### config.mk
export PLATFORM = sky130hd
export DESIGN_NAME = result_serializer_flat
export DESIGN_NICKNAME = d
export VERILOG_FILES = /design/src/rtl/result_serializer_if.sv /design/src/rtl/result_serializer.sv /design/src/flat_wrapper.sv
export SDC_FILE = /design/constraint.sdc
export NUM_CORES = 1
export LEC_CHECK = 0
export BUFFER_PORTS_ARGS = -buffer_cell sky130_fd_sc_hd__buf_2
export CAP_MARGIN = 20
export CORE_MARGIN = 4
export CORE_UTILIZATION = 62
export CTS_BUF_LIST = sky130_fd_sc_hd__clkbuf_4 sky130_fd_sc_hd__clkbuf_8
export DETAILED_ROUTE_END_ITERATION = 6
export GPL_ROUTABILITY_DRIVEN = 0
export GPL_TIMING_DRIVEN = 0
export PLACE_DENSITY_LB_ADDON = 0.3
export SETUP_SLACK_MARGIN = 0.3
export SYNTH_ARGS = -nofsm -noshare
export SYNTH_HDL_FRONTEND = slang
export SYNTH_SLANG_ARGS = --single-unit
### constraint.sdc
create_clock -name clk -period 3 [get_ports clk]
set_clock_uncertainty 0.1 [all_clocks]
set_input_delay 0.15 -clock clk [delete_from_list [all_inputs] [get_ports clk]]
set_output_delay 0.15 -clock clk [all_outputs]
set_load 0.005 [all_outputs]
### src/rtl/result_serializer_if.sv
// Upstream result strobe plus serializer status, bundled for the result_serializer port.
interface result_serializer_if #(
  parameter int unsigned DW    = 5,
  parameter int unsigned DEPTH = 4
) ();
  logic                    valid;
  logic [DW-1:0]           result;
  logic                    clr_ovf;
  logic                    tx_out;
  logic                    busy;
  logic [$clog2(DEPTH):0]  count;
  logic                    overflow;

  modport master (output valid, result, clr_ovf, input tx_out, busy, count, overflow);
  modport slave  (input valid, result, clr_ovf, output tx_out, busy, count, overflow);
endinterface

### src/rtl/result_serializer.sv
// Buffers strobed results in a small FIFO and ships each one as a start/data(LSB first)/stop
// frame on a single idle-high line.
module result_serializer #(
  parameter int unsigned DW           = 5,
  parameter int unsigned DEPTH        = 4,
  parameter int unsigned CLKS_PER_BIT = 2
) (
  input  logic              clk,
  input  logic              rst_n,
  result_serializer_if.slave bus
);
  localparam int unsigned CW = $clog2(DEPTH) + 1;
  localparam int unsigned PW = (DEPTH > 1) ? $clog2(DEPTH) : 1;
  localparam int unsigned BW = (DW > 1) ? $clog2(DW) : 1;
  localparam int unsigned TW = (CLKS_PER_BIT > 1) ? $clog2(CLKS_PER_BIT) : 1;
  localparam logic [TW-1:0] TICK_LAST = TW'(CLKS_PER_BIT - 1);
  localparam logic [BW-1:0] BIT_LAST  = BW'(DW - 1);
  localparam logic [CW-1:0] FULL      = CW'(DEPTH);

  typedef enum logic [1:0] {IDLE, START, DATA, STOP} state_e;

  state_e         state_q, state_d;
  logic [TW-1:0]  tick_q, tick_d;
  logic [BW-1:0]  bit_q, bit_d;
  logic [DW-1:0]  sr_q, sr_d;
  logic [PW-1:0]  rd_ptr_q, rd_ptr_d;
  logic [PW-1:0]  wr_ptr_q, wr_ptr_d;
  logic [CW-1:0]  count_q, count_d;
  logic           tx_q, tx_d;
  logic           busy_q, busy_d;
  logic           ovf_q, ovf_d;
  logic [DW-1:0]  mem_q [DEPTH];
  logic           pop, push, drop, tick_done;

  // Frame sequencing, FIFO bookkeeping and sticky overflow.
  always_comb begin
    state_d   = state_q;
    tick_d    = tick_q;
    bit_d     = bit_q;
    sr_d      = sr_q;
    tx_d      = tx_q;
    pop       = 1'b0;
    tick_done = (tick_q == TICK_LAST);

    case (state_q)
      IDLE: begin
        tick_d = '0;
        bit_d  = '0;
        tx_d   = 1'b1;
        if (count_q != '0) begin
          pop     = 1'b1;
          sr_d    = mem_q[rd_ptr_q];
          tx_d    = 1'b0;
          state_d = START;
        end
      end
      START: begin
        if (tick_done) begin
          tick_d  = '0;
          bit_d   = '0;
          tx_d    = sr_q[0];
          state_d = DATA;
        end else begin
          tick_d = tick_q + TW'(1);
        end
      end
      DATA: begin
        if (tick_done) begin
          tick_d = '0;
          if (bit_q == BIT_LAST) begin
            tx_d    = 1'b1;
            state_d = STOP;
          end else begin
            sr_d  = sr_q >> 1;
            tx_d  = sr_d[0];
            bit_d = bit_q + BW'(1);
          end
        end else begin
          tick_d = tick_q + TW'(1);
        end
      end
      STOP: begin
        if (tick_done) begin
          tick_d = '0;
          // Back-to-back frames: occupancy is judged before this edge's push.
          if (count_q != '0) begin
            pop     = 1'b1;
            sr_d    = mem_q[rd_ptr_q];
            tx_d    = 1'b0;
            state_d = START;
          end else begin
            state_d = IDLE;
          end
        end else begin
          tick_d = tick_q + TW'(1);
        end
      end
      default: state_d = IDLE;
    endcase

    push     = bus.valid && ((count_q != FULL) || pop);
    drop     = bus.valid && (count_q == FULL) && !pop;
    count_d  = count_q + CW'(push) - CW'(pop);
    wr_ptr_d = push ? wr_ptr_q + PW'(1) : wr_ptr_q;
    rd_ptr_d = pop  ? rd_ptr_q + PW'(1) : rd_ptr_q;
    ovf_d    = drop ? 1'b1 : (bus.clr_ovf ? 1'b0 : ovf_q);
    busy_d   = (state_d != IDLE);
  end

  always_ff @(posedge clk or negedge rst_n) begin
    if (!rst_n) begin
      state_q  <= IDLE;
      tick_q   <= '0;
      bit_q    <= '0;
      sr_q     <= '0;
      rd_ptr_q <= '0;
      wr_ptr_q <= '0;
      count_q  <= '0;
      tx_q     <= 1'b1;
      busy_q   <= 1'b0;
      ovf_q    <= 1'b0;
      for (int i = 0; i < int'(DEPTH); i++) mem_q[i] <= '0;
    end else begin
      state_q  <= state_d;
      tick_q   <= tick_d;
      bit_q    <= bit_d;
      sr_q     <= sr_d;
      rd_ptr_q <= rd_ptr_d;
      wr_ptr_q <= wr_ptr_d;
      count_q  <= count_d;
      tx_q     <= tx_d;
      busy_q   <= busy_d;
      ovf_q    <= ovf_d;
      if (push) mem_q[wr_ptr_q] <= bus.result;
    end
  end

  assign bus.tx_out   = tx_q;
  assign bus.busy     = busy_q;
  assign bus.count    = count_q;
  assign bus.overflow = ovf_q;
endmodule

### src/flat_wrapper.sv
// flat-port wrapper written by rule: the top's interface ports become plain ports
module result_serializer_flat 
#(
  parameter int unsigned DW           = 5,
  parameter int unsigned DEPTH        = 4,
  parameter int unsigned CLKS_PER_BIT = 2
)
  (clk, rst_n, bus_valid, bus_result, bus_clr_ovf, bus_tx_out, bus_busy, bus_count, bus_overflow);
  result_serializer_if #(.DW(DW), .DEPTH(DEPTH)) bus_i ();
  input  logic clk;
  input  logic rst_n;
  input wire logic [$bits(bus_i.valid)-1:0] bus_valid;
  input wire logic [$bits(bus_i.result)-1:0] bus_result;
  input wire logic [$bits(bus_i.clr_ovf)-1:0] bus_clr_ovf;
  output wire logic [$bits(bus_i.tx_out)-1:0] bus_tx_out;
  output wire logic [$bits(bus_i.busy)-1:0] bus_busy;
  output wire logic [$bits(bus_i.count)-1:0] bus_count;
  output wire logic [$bits(bus_i.overflow)-1:0] bus_overflow;
  assign bus_i.valid = bus_valid;
  assign bus_i.result = bus_result;
  assign bus_i.clr_ovf = bus_clr_ovf;
  assign bus_tx_out = bus_i.tx_out;
  assign bus_busy = bus_i.busy;
  assign bus_count = bus_i.count;
  assign bus_overflow = bus_i.overflow;
  result_serializer #(.DW(DW), .DEPTH(DEPTH), .CLKS_PER_BIT(CLKS_PER_BIT)) u_core (.clk(clk), .rst_n(rst_n), .bus(bus_i));
endmodule
==> flow_metrics.env <==
export IMPL_status="complete, no violations"
export IMPL_period_share_pct=84.78
export IMPL_drc=0
export IMPL_p_leak_uw=0.001182
export IMPL_clockBufferDepth=2
export IMPL_core_um2=3442
export IMPL_ios=15
export IMPL_rows=21
export IMPL_finalHoldViolCount=0
export IMPL_min_period_ns=2.543
export IMPL_grt_overflow=0
export IMPL_wl_met1_mm=1.952
export IMPL_slew_violations=0
export IMPL_die_w_um=68.79
export IMPL_critPathArrivalTime_ns=2.66
export IMPL_cts_tree="done"
export IMPL_postRouteWirelength_mm=4.589
export IMPL_yosys_warnings=0
export IMPL_crit_fanout=8
export IMPL_diodes=0
export IMPL_grt_use_total_pct=22.26
export IMPL_synth_seq_area_share_pct=44.84
export IMPL_ys_seq_elements=41
export IMPL_clock_root_buffer="clkbuf_8"
export IMPL_rsz0062_at_grt="no"
export IMPL_wl_met3_um=152
export IMPL_routedWlPerCell_um=17.79
export IMPL_slew_headroom_pct=38.85
export IMPL_synth_fp_nets=211
export IMPL_syn_avg_cell_area_um2=12.19
export IMPL_worstSetupStartpointType="flip-flop"
export IMPL_highest_layer="met4"
export IMPL_setup_tns_ns=0
export IMPL_yosysTopAreaCell="dfrtp_1"
export IMPL_fin_nets=234
export IMPL_hp_class="in2reg"
export IMPL_regArea_um2=1028
export IMPL_critical_path_required_ns=3.12
export IMPL_end_kind="flip-flop"
export IMPL_synth_edf_count=0
export IMPL_dpl_worst_slack_ns=0.3721
export IMPL_clock_sinks=41
export IMPL_post_cts_buffers=0
export IMPL_grt_pass1_vias=1567
export IMPL_drt_initial_drc_count=169
export IMPL_dieArea_um2=4731
export IMPL_yosysMostFrequentCell="dfrtp_1"
export IMPL_drtAntennaViolNets=0
export IMPL_vias=1537
export IMPL_die_h_um=68.79
export IMPL_antenna_found_initial=0
export IMPL_powerDensity_nw_per_um2=1207
export IMPL_setup_viol=0
export IMPL_synthArstFlopShare_pct=100.0
export IMPL_setup_slack_ns=0.4567
export IMPL_fillers=243
export IMPL_synth_common_cells="dfrtp_1 (40), mux2_4 (20), ha_1 (13), inv_1 (12), nand2_1 (12)"
export IMPL_maxCapViolCount=0
export IMPL_multi_input_comb_area_um2=1200
export IMPL_synth_area_leaders="dfrtp_1 (44%), mux2_4 (13%), ha_1 (7.1%)"
export IMPL_path_class="reg2reg"
export IMPL_synth_cell_types=41
export IMPL_syn_area_um2=2291
export IMPL_start_util_pct=66.56
export IMPL_tightest_slew_ns=0.9173
export IMPL_grt_pass1_wl_mm=7.514
export IMPL_grt_max_degree=42
export IMPL_clkTransAtPathRegs_ns=0.08
export IMPL_area_growth_pct=12.62
export IMPL_max_freq_mhz=393.2
export IMPL_drive_above_1_share_pct=33.49
export IMPL_htreeDepth=2
export IMPL_drtPass1Iterations=4
export IMPL_dr_wl_met2_mm=2.418
export IMPL_port_buffers=14
export IMPL_synth_ff_type="dfrtp_1"
export IMPL_peakVddDrop_mv=0.7138
export IMPL_clock_latency_ns=0.30
export IMPL_synth_top_cell_area_share_pct=43.69
export IMPL_routed_via_density=5.957
export IMPL_cts_buffers=5
export IMPL_dp_hpwl_mm=3.270
export IMPL_syn_instance_count=188
-- power by group --
| part | internal (µW) | leakage, µW | total [µW] | switching, µW |
|---|---|---|---|---|
| Sequential | 838 | 0.000491 | 1060 | 217 |
| Clock | 331 | 0.0000681 | 529 | 198 |
| Combinational | 839 | 0.000624 | 1530 | 690 |
| Total | 2010 | 0.00118 | 3110 | 1110 |
-- placed cells by master, fill, tap and decap left out, types with 3 or more instances in the layout --
cell	instances
a211o_1	3
a21oi_1	5
buf_2	15
clkbuf_1	3
clkbuf_8	5
dfrtp_1	39
ha_1	13
inv_1	12
mux2_2	9
mux2_4	20
mux2i_1	4
nand2_1	12
nand3_1	6
nor2_1	8
nor2b_4	4
o21ai_0	8
o221a_2	4
xnor2_1	5
-- final timing paths --
| kind | start | to | slack, ns | cells past startpoint |
|---|---|---|---|---|
| worst max-delay path | u_core.state_q[0] | u_core.bus.count[2] | 0.46 | 10 |
| worst min register to register | u_core.sr_q[2] | u_core.sr_q[2] | 0.41 | 1 |
| worst min-delay path | bus_result[1] | u_core.mem_q[16] | 0.02 | 2 |
| max in group asynchronous | rst_n | u_core.state_q[0] | 1.76 | 2 |
| worst max register to register | u_core.state_q[0] | u_core.bus.count[2] | 0.46 | 10 |
| min in group asynchronous | rst_n | u_core.bus.overflow | 0.41 | 2 |
-- through the flow --
stage | cells | hold slack (ns) | area [µm²] | util (%) | power, µW
finish | 258 | 0.02426 | 2580 | 74.95 | 3113
global route | 258 | 0.02012 | 2580 | 74.95 | 3308
floorplan | 188 | -0.2456 | 2291 | - | 2201
CTS | 258 | 0.01659 | 2572 | 74.74 | 3114
detailed placement | 248 | 0.2305 | 2419 | 70.27 | 2561
global placement | 248 | 0.2050 | 2419 | 70.27 | 2445
-- what timing repair did --
action                                  4_1_cts  5_1_grt
hold buffers                                  2        0
gates resized for setup                       0        3
hold endpoints to repair                     41        0
endpoints found under the setup margin        0        2
-- worst max-delay path, cell delays in order, from the launching register on --
cell and delay, ns:
dfrtp_2 0.46, ha_1 0.22, clkbuf_2 0.18, a21oi_2 0.29
a2bb2oi_4 0.41, inv_1 0.10, ha_1 0.20, inv_1 0.07
fa_1 0.17, xnor2_1 0.13, xnor2_1 0.15
-- flip-flops by register name (all words and copies together), names as in the netlist --
name,flops
u_core.mem_q,20
u_core.sr_q,5
u_core.bit_q,3
u_core.bus.count,3
u_core.rd_ptr_q,2
u_core.state_q,2
u_core.wr_ptr_q,2
u_core.bus.busy,1
u_core.bus.overflow,1
u_core.bus.tx_out,1
u_core.tick_done,1
-- area by class of cell --
type / instances / share of cell area, %
clock inverter: 3 / 2.522
sequential: 41 / 39.86
inverter: 13 / 1.891
tap: 46 / 2.231
timing repair buffer: 16 / 3.492
multi-input combinational: 129 / 46.51
buffer: 5 / 0.8244
clock buffer: 5 / 2.667
-- cell families (layout without fill, tap and decap cells) --
logic type | Yosys count | in the layout | share of synthesized area (%)
and+or+nand+nor | 45 | 45 | 11.47
DFF | 41 | 41 | 44.84
muxes | 34 | 34 | 20.26
AOI/OAI and AO/OA | 31 | 31 | 10.49
buffers and inverters | 18 | 42 | 3.058
adders and majority gates | 14 | 14 | 7.974
xor gates and xnor gates | 5 | 5 | 1.911
-- routing by layer --
layer / track usage (%) / vias up
met5: 0 / -
met4: 7.299 / 0
met3: 5.673 / 8
met2: 39.93 / 26
met1: 25.76 / 787
li1: - / 716
Power figures use the tool's default switching activity.
